## src/rtl/ps2_host_tx.sv

```systemverilog
`default_nettype none
// +----------------------------------------------------------------------------+
// | Module      : ps2_host_tx                                                  |
// | Description : Host-to-device PS/2 transmitter. Sends one command byte to   |
// |               the keyboard over the open-drain clock/data pair: inhibit,   |
// |               start bit, 8 data bits LSB first, odd parity, stop, ACK.     |
// | Ports       : clk, reset_n (async, active-low)                             |
// |               tx_data[7:0], tx_start  -> request a byte                    |
// |               tx_busy, tx_done, tx_error -> status / terminal pulses       |
// |               ps2_clk_i, ps2_dat_i    -> raw line levels                   |
// |               ps2_clk_oe, ps2_dat_oe  -> 1 = pull the line low             |
// | Options     : `define PS2_HOST_TX_RETRY_EN to retry a failed frame up to   |
// |               twice before reporting tx_error.                             |
// | Revision    : 1.0 - initial release                                        |
// +----------------------------------------------------------------------------+
module ps2_host_tx #(
  parameter int INHIBIT_CYCLES = 6000,
  parameter int TIMEOUT_CYCLES = 1000000,
  parameter int FILTER_LEN     = 8
) (
  input  logic       clk,
  input  logic       reset_n,
  input  logic [7:0] tx_data,
  input  logic       tx_start,
  output logic       tx_busy,
  output logic       tx_done,
  output logic       tx_error,
  input  logic       ps2_clk_i,
  input  logic       ps2_dat_i,
  output logic       ps2_clk_oe,
  output logic       ps2_dat_oe
);

  // One down-counter serves both the inhibit interval and the ACK timeout.
  localparam int CNT_MAX = (INHIBIT_CYCLES > TIMEOUT_CYCLES) ? INHIBIT_CYCLES : TIMEOUT_CYCLES;
  localparam int CNT_W   = $clog2(CNT_MAX + 1);
  localparam int FLT_W   = (FILTER_LEN > 1) ? $clog2(FILTER_LEN) : 1;

  localparam logic [CNT_W-1:0] INHIBIT_LOAD = CNT_W'(INHIBIT_CYCLES - 1);
  localparam logic [CNT_W-1:0] TIMEOUT_LOAD = CNT_W'(TIMEOUT_CYCLES - 1);
  localparam logic [CNT_W-1:0] CNT_ONE      = CNT_W'(1);
  localparam logic [FLT_W-1:0] FLT_LAST     = FLT_W'(FILTER_LEN - 1);
  localparam logic [FLT_W-1:0] FLT_ONE      = FLT_W'(1);

  typedef enum logic [2:0] {
    IDLE      = 3'd0,
    INHIBIT   = 3'd1,
    SEND      = 3'd2,
    ACK       = 3'd3,
    WAIT_IDLE = 3'd4
  } state_t;

  state_t           state_q, state_d;
  logic             clk_meta_q, clk_sync_q;
  logic             dat_meta_q, dat_sync_q;
  logic             clk_filt_q, clk_filt_d;
  logic             clk_prev_q;
  logic [FLT_W-1:0] flt_cnt_q, flt_cnt_d;
  logic [CNT_W-1:0] cnt_q, cnt_d;
  logic [3:0]       bit_idx_q, bit_idx_d;
  logic [7:0]       shift_q, shift_d;
  logic             parity_q, parity_d;
  logic             busy_q, busy_d;
  logic             done_q, done_d;
  logic             error_q, error_d;
  logic             clk_oe_q, clk_oe_d;
  logic             dat_oe_q, dat_oe_d;
`ifdef PS2_HOST_TX_RETRY_EN
  logic [1:0]       retry_q, retry_d;
`endif

  logic clk_fall;
  logic timeout;
  logic fail;

  // Glitch filter: the filtered level only follows the synchronized clock
  // after FILTER_LEN consecutive samples disagree with it.
  always_comb begin
    clk_filt_d = clk_filt_q;
    flt_cnt_d  = '0;
    if (clk_sync_q != clk_filt_q) begin
      if (flt_cnt_q == FLT_LAST) begin
        clk_filt_d = clk_sync_q;
      end else begin
        flt_cnt_d = flt_cnt_q + FLT_ONE;
      end
    end
  end

  assign clk_fall = clk_prev_q & ~clk_filt_q;
  assign timeout  = (cnt_q == '0);

  always_comb begin
    state_d   = state_q;
    cnt_d     = cnt_q;
    bit_idx_d = bit_idx_q;
    shift_d   = shift_q;
    parity_d  = parity_q;
    busy_d    = busy_q;
    clk_oe_d  = clk_oe_q;
    dat_oe_d  = dat_oe_q;
    done_d    = 1'b0;
    error_d   = 1'b0;
    fail      = 1'b0;
`ifdef PS2_HOST_TX_RETRY_EN
    retry_d   = retry_q;
`endif

    case (state_q)
      IDLE: begin
        // A request landing on the terminal-pulse cycle is dropped.
        if (tx_start && !done_q && !error_q) begin
          shift_d   = tx_data;
          parity_d  = ~^tx_data;
          busy_d    = 1'b1;
          clk_oe_d  = 1'b1;
          dat_oe_d  = 1'b0;
          cnt_d     = INHIBIT_LOAD;
          state_d   = INHIBIT;
`ifdef PS2_HOST_TX_RETRY_EN
          retry_d   = 2'd0;
`endif
        end
      end

      INHIBIT: begin
        // Start bit goes out on the last inhibit cycle, one cycle before
        // the clock is released.
        if (cnt_q <= CNT_ONE) begin
          dat_oe_d = 1'b1;
        end
        if (cnt_q == '0) begin
          clk_oe_d  = 1'b0;
          cnt_d     = TIMEOUT_LOAD;
          bit_idx_d = 4'd0;
          state_d   = SEND;
        end else begin
          cnt_d = cnt_q - CNT_ONE;
        end
      end

      SEND: begin
        if (timeout) begin
          fail = 1'b1;
        end else begin
          cnt_d = cnt_q - CNT_ONE;
          if (clk_fall) begin
            if (bit_idx_q < 4'd8) begin
              dat_oe_d = ~shift_q[bit_idx_q[2:0]];
            end else if (bit_idx_q == 4'd8) begin
              dat_oe_d = ~parity_q;
            end else begin
              dat_oe_d = 1'b0;
              state_d  = ACK;
            end
            bit_idx_d = bit_idx_q + 4'd1;
          end
        end
      end

      ACK: begin
        if (timeout) begin
          fail = 1'b1;
        end else begin
          cnt_d = cnt_q - CNT_ONE;
          if (clk_fall) begin
            if (!dat_sync_q) begin
              state_d = WAIT_IDLE;
            end else begin
              fail = 1'b1;
            end
          end
        end
      end

      WAIT_IDLE: begin
        if (timeout) begin
          fail = 1'b1;
        end else begin
          cnt_d = cnt_q - CNT_ONE;
          if (clk_filt_q && dat_sync_q) begin
            done_d  = 1'b1;
            busy_d  = 1'b0;
            state_d = IDLE;
          end
        end
      end

      default: begin
        state_d = IDLE;
      end
    endcase

    if (fail) begin
      clk_oe_d = 1'b0;
      dat_oe_d = 1'b0;
`ifdef PS2_HOST_TX_RETRY_EN
      if (retry_q != 2'd2) begin
        retry_d  = retry_q + 2'd1;
        clk_oe_d = 1'b1;
        cnt_d    = INHIBIT_LOAD;
        state_d  = INHIBIT;
      end else begin
        error_d = 1'b1;
        busy_d  = 1'b0;
        state_d = IDLE;
      end
`else
      error_d = 1'b1;
      busy_d  = 1'b0;
      state_d = IDLE;
`endif
    end
  end

  always_ff @(posedge clk or negedge reset_n) begin
    if (!reset_n) begin
      state_q    <= IDLE;
      clk_meta_q <= 1'b1;
      clk_sync_q <= 1'b1;
      dat_meta_q <= 1'b1;
      dat_sync_q <= 1'b1;
      clk_filt_q <= 1'b1;
      clk_prev_q <= 1'b1;
      flt_cnt_q  <= '0;
      cnt_q      <= '0;
      bit_idx_q  <= 4'd0;
      shift_q    <= 8'd0;
      parity_q   <= 1'b0;
      busy_q     <= 1'b0;
      done_q     <= 1'b0;
      error_q    <= 1'b0;
      clk_oe_q   <= 1'b0;
      dat_oe_q   <= 1'b0;
`ifdef PS2_HOST_TX_RETRY_EN
      retry_q    <= 2'd0;
`endif
    end else begin
      state_q    <= state_d;
      clk_meta_q <= ps2_clk_i;
      clk_sync_q <= clk_meta_q;
      dat_meta_q <= ps2_dat_i;
      dat_sync_q <= dat_meta_q;
      clk_filt_q <= clk_filt_d;
      clk_prev_q <= clk_filt_q;
      flt_cnt_q  <= flt_cnt_d;
      cnt_q      <= cnt_d;
      bit_idx_q  <= bit_idx_d;
      shift_q    <= shift_d;
      parity_q   <= parity_d;
      busy_q     <= busy_d;
      done_q     <= done_d;
      error_q    <= error_d;
      clk_oe_q   <= clk_oe_d;
      dat_oe_q   <= dat_oe_d;
`ifdef PS2_HOST_TX_RETRY_EN
      retry_q    <= retry_d;
`endif
    end
  end

  assign tx_busy    = busy_q;
  assign tx_done    = done_q;
  assign tx_error   = error_q;
  assign ps2_clk_oe = clk_oe_q;
  assign ps2_dat_oe = dat_oe_q;

endmodule
`default_nettype wire

```

## config.mk

```make
export PLATFORM = sky130hd
export DESIGN_NAME = ps2_host_tx
export DESIGN_NICKNAME = d
export VERILOG_FILES = /design/src/rtl/ps2_host_tx.sv
export SDC_FILE = /design/constraint.sdc
export NUM_CORES = 1
export LEC_CHECK = 0
export BUFFER_PORTS_ARGS = -buffer_cell sky130_fd_sc_hd__buf_4
export CAP_MARGIN = 10
export CORE_ASPECT_RATIO = 0.7
export CORE_MARGIN = 2
export CORE_UTILIZATION = 30
export DETAILED_ROUTE_END_ITERATION = 10
export PLACE_DENSITY = 0.5
export RECOVER_POWER = 50
export SYNTH_ARGS = -nofsm -noshare
export SYNTH_HDL_FRONTEND = slang
export SYNTH_SLANG_ARGS = --single-unit
```

## constraint.sdc

```tcl
create_clock -name clk -period 4.1 [get_ports clk]
set_input_delay 0.205 -clock clk [delete_from_list [all_inputs] [get_ports clk]]
set_output_delay 0.205 -clock clk [all_outputs]
set_load 0.02 [all_outputs]
```

### Word-level counts from Yosys, hierarchy flattened

Cells that the tools add are included.

| cells by class | value |
|---|---|
| add/subtract/negate cells | 3 |
| order comparisons | 3 |
| equality and inequality tests | 24 |
| mux-type cells | 50 |
| bitwise gates (word level) | 4 |
| reduce and logical (&&, ||, !) cells | 23 |

Operator list:

| cell | number |
|---|---|
| $mux 20 | 3 |
| $pmux 20 s3 | 1 |
| $mux 3 | 14 |
| $ne 3x3->1 const B | 12 |
| $mux 1 | 22 |
| $le 20x1->1 const B | 1 |
| $logic_not 20->1 | 1 |
| $sub 20x1->20 const B | 1 |
| $pmux 3 s5 | 1 |
| $mux 4 | 3 |
| $reduce_and 11->1 | 1 |
| $ne 2x2->1 const B | 5 |
| $reduce_bool 3->1 | 3 |
| $pmux 4 s2 | 1 |
| $reduce_and 4->1 | 2 |
| $reduce_xnor 8->1 | 1 |
| $eq 3x2->1 const B | 2 |
| $eq 3x3->1 const B | 2 |
| $pmux 1 s2 | 3 |
| $reduce_and 3->1 | 2 |
| $reduce_and 5->1 | 1 |
| $add 4x1->4 const B | 1 |
| $eq 4x4->1 const B | 1 |
| $lt 3x4->1 const B | 1 |
| 16 further kinds | 22 |

| word-level totals | value |
|---|---|
| register bits | 50 |
| word-level logic and storage cells | 124 |

### Longest topological paths before layout

| depth | value |
|---|---|
| depth in word-level cells | 8 |
| mapped depth | 9 |
| gate-level depth less buffers | 8 |

### Worst setup path after synthesis

Ideal clock, no wire load.

| path | value |
|---|---|
| path kind | reg2reg |
| start point | register cnt_q[0] |
| end point | register cnt_q[18] |
| library setup time | 0.122 ns |
| arrival time | 2.310 ns |
| data required time | 3.978 ns |
| setup slack | 1.668 ns |
| cell stages (with the launch flop) | 10 |
| path buffers | 1 |
| period minus slack after synthesis | 2.432 ns |
| cell sequence | dfrtp_1 > inv_1 > ha_1 > or3b_4 > or4b_4 > buf_6 > or2_4 > nor3_2 > o21ai_0 > o2bb2ai_1 |

| on the way | value |
|---|---|
| word-level cells in the longest chain between the ends | 3 |
| elaborated cells on any way between the ends | 7 |
| classes of those cells | add/sub: 1; eq/ne: 1; mux: 3; reduce/logical: 2 |

RTL lines:

| what | RTL line | text |
|---|---|---|
| start: declaration | 59 | `logic [CNT_W-1:0] cnt_q, cnt_d;` |
| start signal: assignment | 247 | `cnt_q <= cnt_d;` |
| $sub 20x1->20 / $logic_not 20->1 (equally long branches) | -- |  |
| $mux 20, or another cell as far along | 143, 162, 177 |  |
| $pmux 20 s3 / $reduce_and 3->1 (equally long branches) | -- |  |

Parallel ways exist; a longest one is shown, timed or not. The select of a mux whose other input is x is not followed.
A chain may end at the register's enable or synchronous reset.

==> reports/summary.txt <==
CTS clk-pin slew, worst paths: 0.07 ns
Final worst setup slack: 1.27 ns
Final clock skew: 0.00393 ns
Num CTS Buffers: 5
Dpl cells: 405
Antenna-violating nets left: 0
Placed inst area: 2960 um^2
Initial core utilization: 30.6%
Launch point of the worst reg-to-reg path: cnt_q[4]$_DFFE_PN0P_
CP arrival: 2.67 ns
Synth async-reset ratio: 100%
Most common cell after layout, fill and taps aside: dfrtp_1
Die area: 9940 um^2
Post-synth EDFFs: 0
Failing checks: max-capacitance violations, max-slew violations
Clk sink count: 50
First-pass GRT wire length: 10500 um
Htree depth: 2
Min-delay src: ps2_clk_i
Skew-Pair Late Insertion Delay: 0.30 ns
N_diodes: 0
Total power: 1300 uW
Crit path required time: 3.94 ns
CTS tree: built
Max stage delay on crit path: 1.88 ns
Post-synthesis sequential area ratio: 45.9%
DRT iter0 DRCs: 128
CTS resizes: 0
Top FF cell, synth: dfrtp_1
Hold crit path type: input port to register
Commonest cells after routing, fill and taps aside: dfrtp_1, nor2_1, nand2_1, nor3_1, a21oi_1
Via count: 2116
Io pins: 18
Setup-failing EPs final: 0
Detailed Routing Iterations Pass 1: 4
Largest cells by area after synthesis: dfrtp_1, dfstp_2, mux2_2
Fin Setup TNS: 0 ns
Setup bufs post-CTS: 0
Achievable Freq: 0.353 GHz
Mean area per synthesized cell: 9.83 um^2
Dpl ws: 1.38 ns
Number of global-route vias before repair: 2079
Critical path startpoint category: input port
DRC: 0
Post-Syn Area: 2740 um^2
Initial antenna violation count: 0
Highest-delay cell along the critical path: clkbuf_1
Global placer's final weighted congestion: 0.748
Drt total wl: 6080 um
Row count: 29
Die Wd: 118 um
Tcrit/Tclk final: 69.1%
Worst Path Max Fanout: 50
Worst Hold Path EP: clk_meta_q$_DFF_PN1_
Hold Vio Cnt, Final: 0
Wire per inst: 14.7 um
Fin crit period: 2.83 ns
Port buffer count: 17
Top delay family on crit path: buffers and inverters
Cells on worst reg2reg path: 6
Vias per cell: 5.10
Synth-to-layout area growth: 13.6%
Max cap viols: 1
Crit. End Element: asynchronous set/reset pin
Layout Cells excl Fill: 415
Worst-margin pin slew: 2.68 ns
Largest net degree at the start of global routing: 51
Layout cells sized above 1: 18.2%
Leak pwr: 0.00133 uW
Nets: 310
Clock root cell: clkbuf_16
Top cell type's share of synthesized area: 40.1%
Netlist cell types: 54
Capturing point of the worst reg2reg path: cnt_q[9]$_DFFE_PN0P_
DP HPWL: 4290 um
Syn Nets: 299
Gr ovfl total: 0
Mapped Cells: 279
CP Class: input port to asynchronous set/reset pin
Yosys warns: 0
Power Dens Cells: 416 nW/um^2
Die height: 84.0 um
Bufs on Longest Clock Path: 2
Minimum setup slack among reg-to-reg paths: 1.36 ns
Area leader, netlist: dfrtp_1
Total GRT Usage: 13.4%
Flops & latches, synth: 50
Final Max Tran Viols: 51
Hold depth: 1
RSZ-0062 raised after global routing: no
Fillers: 928
Post-CTS Hold Fix Bufs: 2
Status: finished with violations
Peak VDD IR: 171 uV
Cell area after layout: 3120 um^2
Buf+Inv Stages, Crit Path: 2
Crit-path cells: dlygate4sd3_1 -> clkbuf_1
Core area: 8960 um^2
Relative slew slack: -78.4%
==> layout make-up <==
cell class / instances / area [um^2] / share of cell area [%]
inverter: 11 / 41.3 / 1.32
tap: 124 / 155 / 4.98
multi-input combinational: 203 / 1370 / 44.0
sequential: 50 / 1260 / 40.4
timing repair buffer: 19 / 144 / 4.61
clock buffer: 5 / 125 / 4.01
clock inverter: 3 / 21.3 / 0.682
==> power by group <==
group	internal (uW)	switching (uW)	total, uW
Combinational	107	120	228
Clock	226	191	417
Sequential	575	79.0	654
==> cells in the mapped netlist, types with 5 or more instances <==
cell type	n
nor3_1	16
clkbuf_1	10
dfrtp_1	44
nand2_1	16
dfstp_2	6
inv_1	11
ha_1	7
or4_1	5
a21oi_1	16
o21ai_1	14
nand2b_1	6
mux2_2	10
or3_1	9
o31ai_1	5
xnor2_1	9
nand3_1	11
nor2_1	20
o21ai_0	6
==> stage by stage <==
stage | utilization [%] | hold WS, ns
3_5_place_dp | 33.0 | 0.278
5_1_grt | 34.8 | 0.00306
6_report | 34.8 | 0.0112
4_1_cts | 34.8 | 0.00148
3_3_place_gp | 33.0 | 0.281
2_1_floorplan | - | -0.0906
==> how the worst max path moves through the flow <==
stage                         start                endpoint  slack (ns)  cells after the start
6_report                    reset_n  state_q[1]$_DFFE_PN0P_        1.27                      2
5_1_grt                     reset_n    cnt_q[8]$_DFFE_PN0P_        0.62                      2
4_1_cts        cnt_q[4]$_DFFE_PN0P_    cnt_q[5]$_DFFE_PN0P_        1.38                      6
3_5_place_dp   cnt_q[4]$_DFFE_PN0P_    cnt_q[5]$_DFFE_PN0P_        1.38                      6
3_3_place_gp   cnt_q[4]$_DFFE_PN0P_    cnt_q[9]$_DFFE_PN0P_        1.41                      6
2_1_floorplan  cnt_q[0]$_DFFE_PN0P_   cnt_q[18]$_DFFE_PN0P_        1.67                      9
==> registers in the layout (all words and copies together), names as in the netlist, 3 cells and up <==
signal	flops
bit_idx_q	4
state_q	3
flt_cnt_q	3
cnt_q	20
shift_q	8
==> kinds of logic (layout without fill, tap and decap cells) <==
group / after synthesis / after routing / share of synthesized area [%]
AND/OR/NAND/NOR: 108 / 108 / 22.8
AO/OA/AOI/OAI: 65 / 65 / 14.8
flip-flops: 50 / 50 / 45.9
buffers and inverters: 26 / 38 / 4.10
multiplexers: 12 / 12 / 5.75
XOR/XNOR: 11 / 11 / 3.51
adder cells (fa/ha/maj): 7 / 7 / 3.19
==> layer usage <==
layer  vias to the layer above  GRT usage [%]  routed length (um)
li1                       1033              -                   -
met1                      1033           19.5                3200
met2                        38           19.0                2460
met3                        12           3.28                 296
met4                         0           4.82                 117
met5                         -              0                   0
No activity file was read; power rests on OpenSTA's default activity.
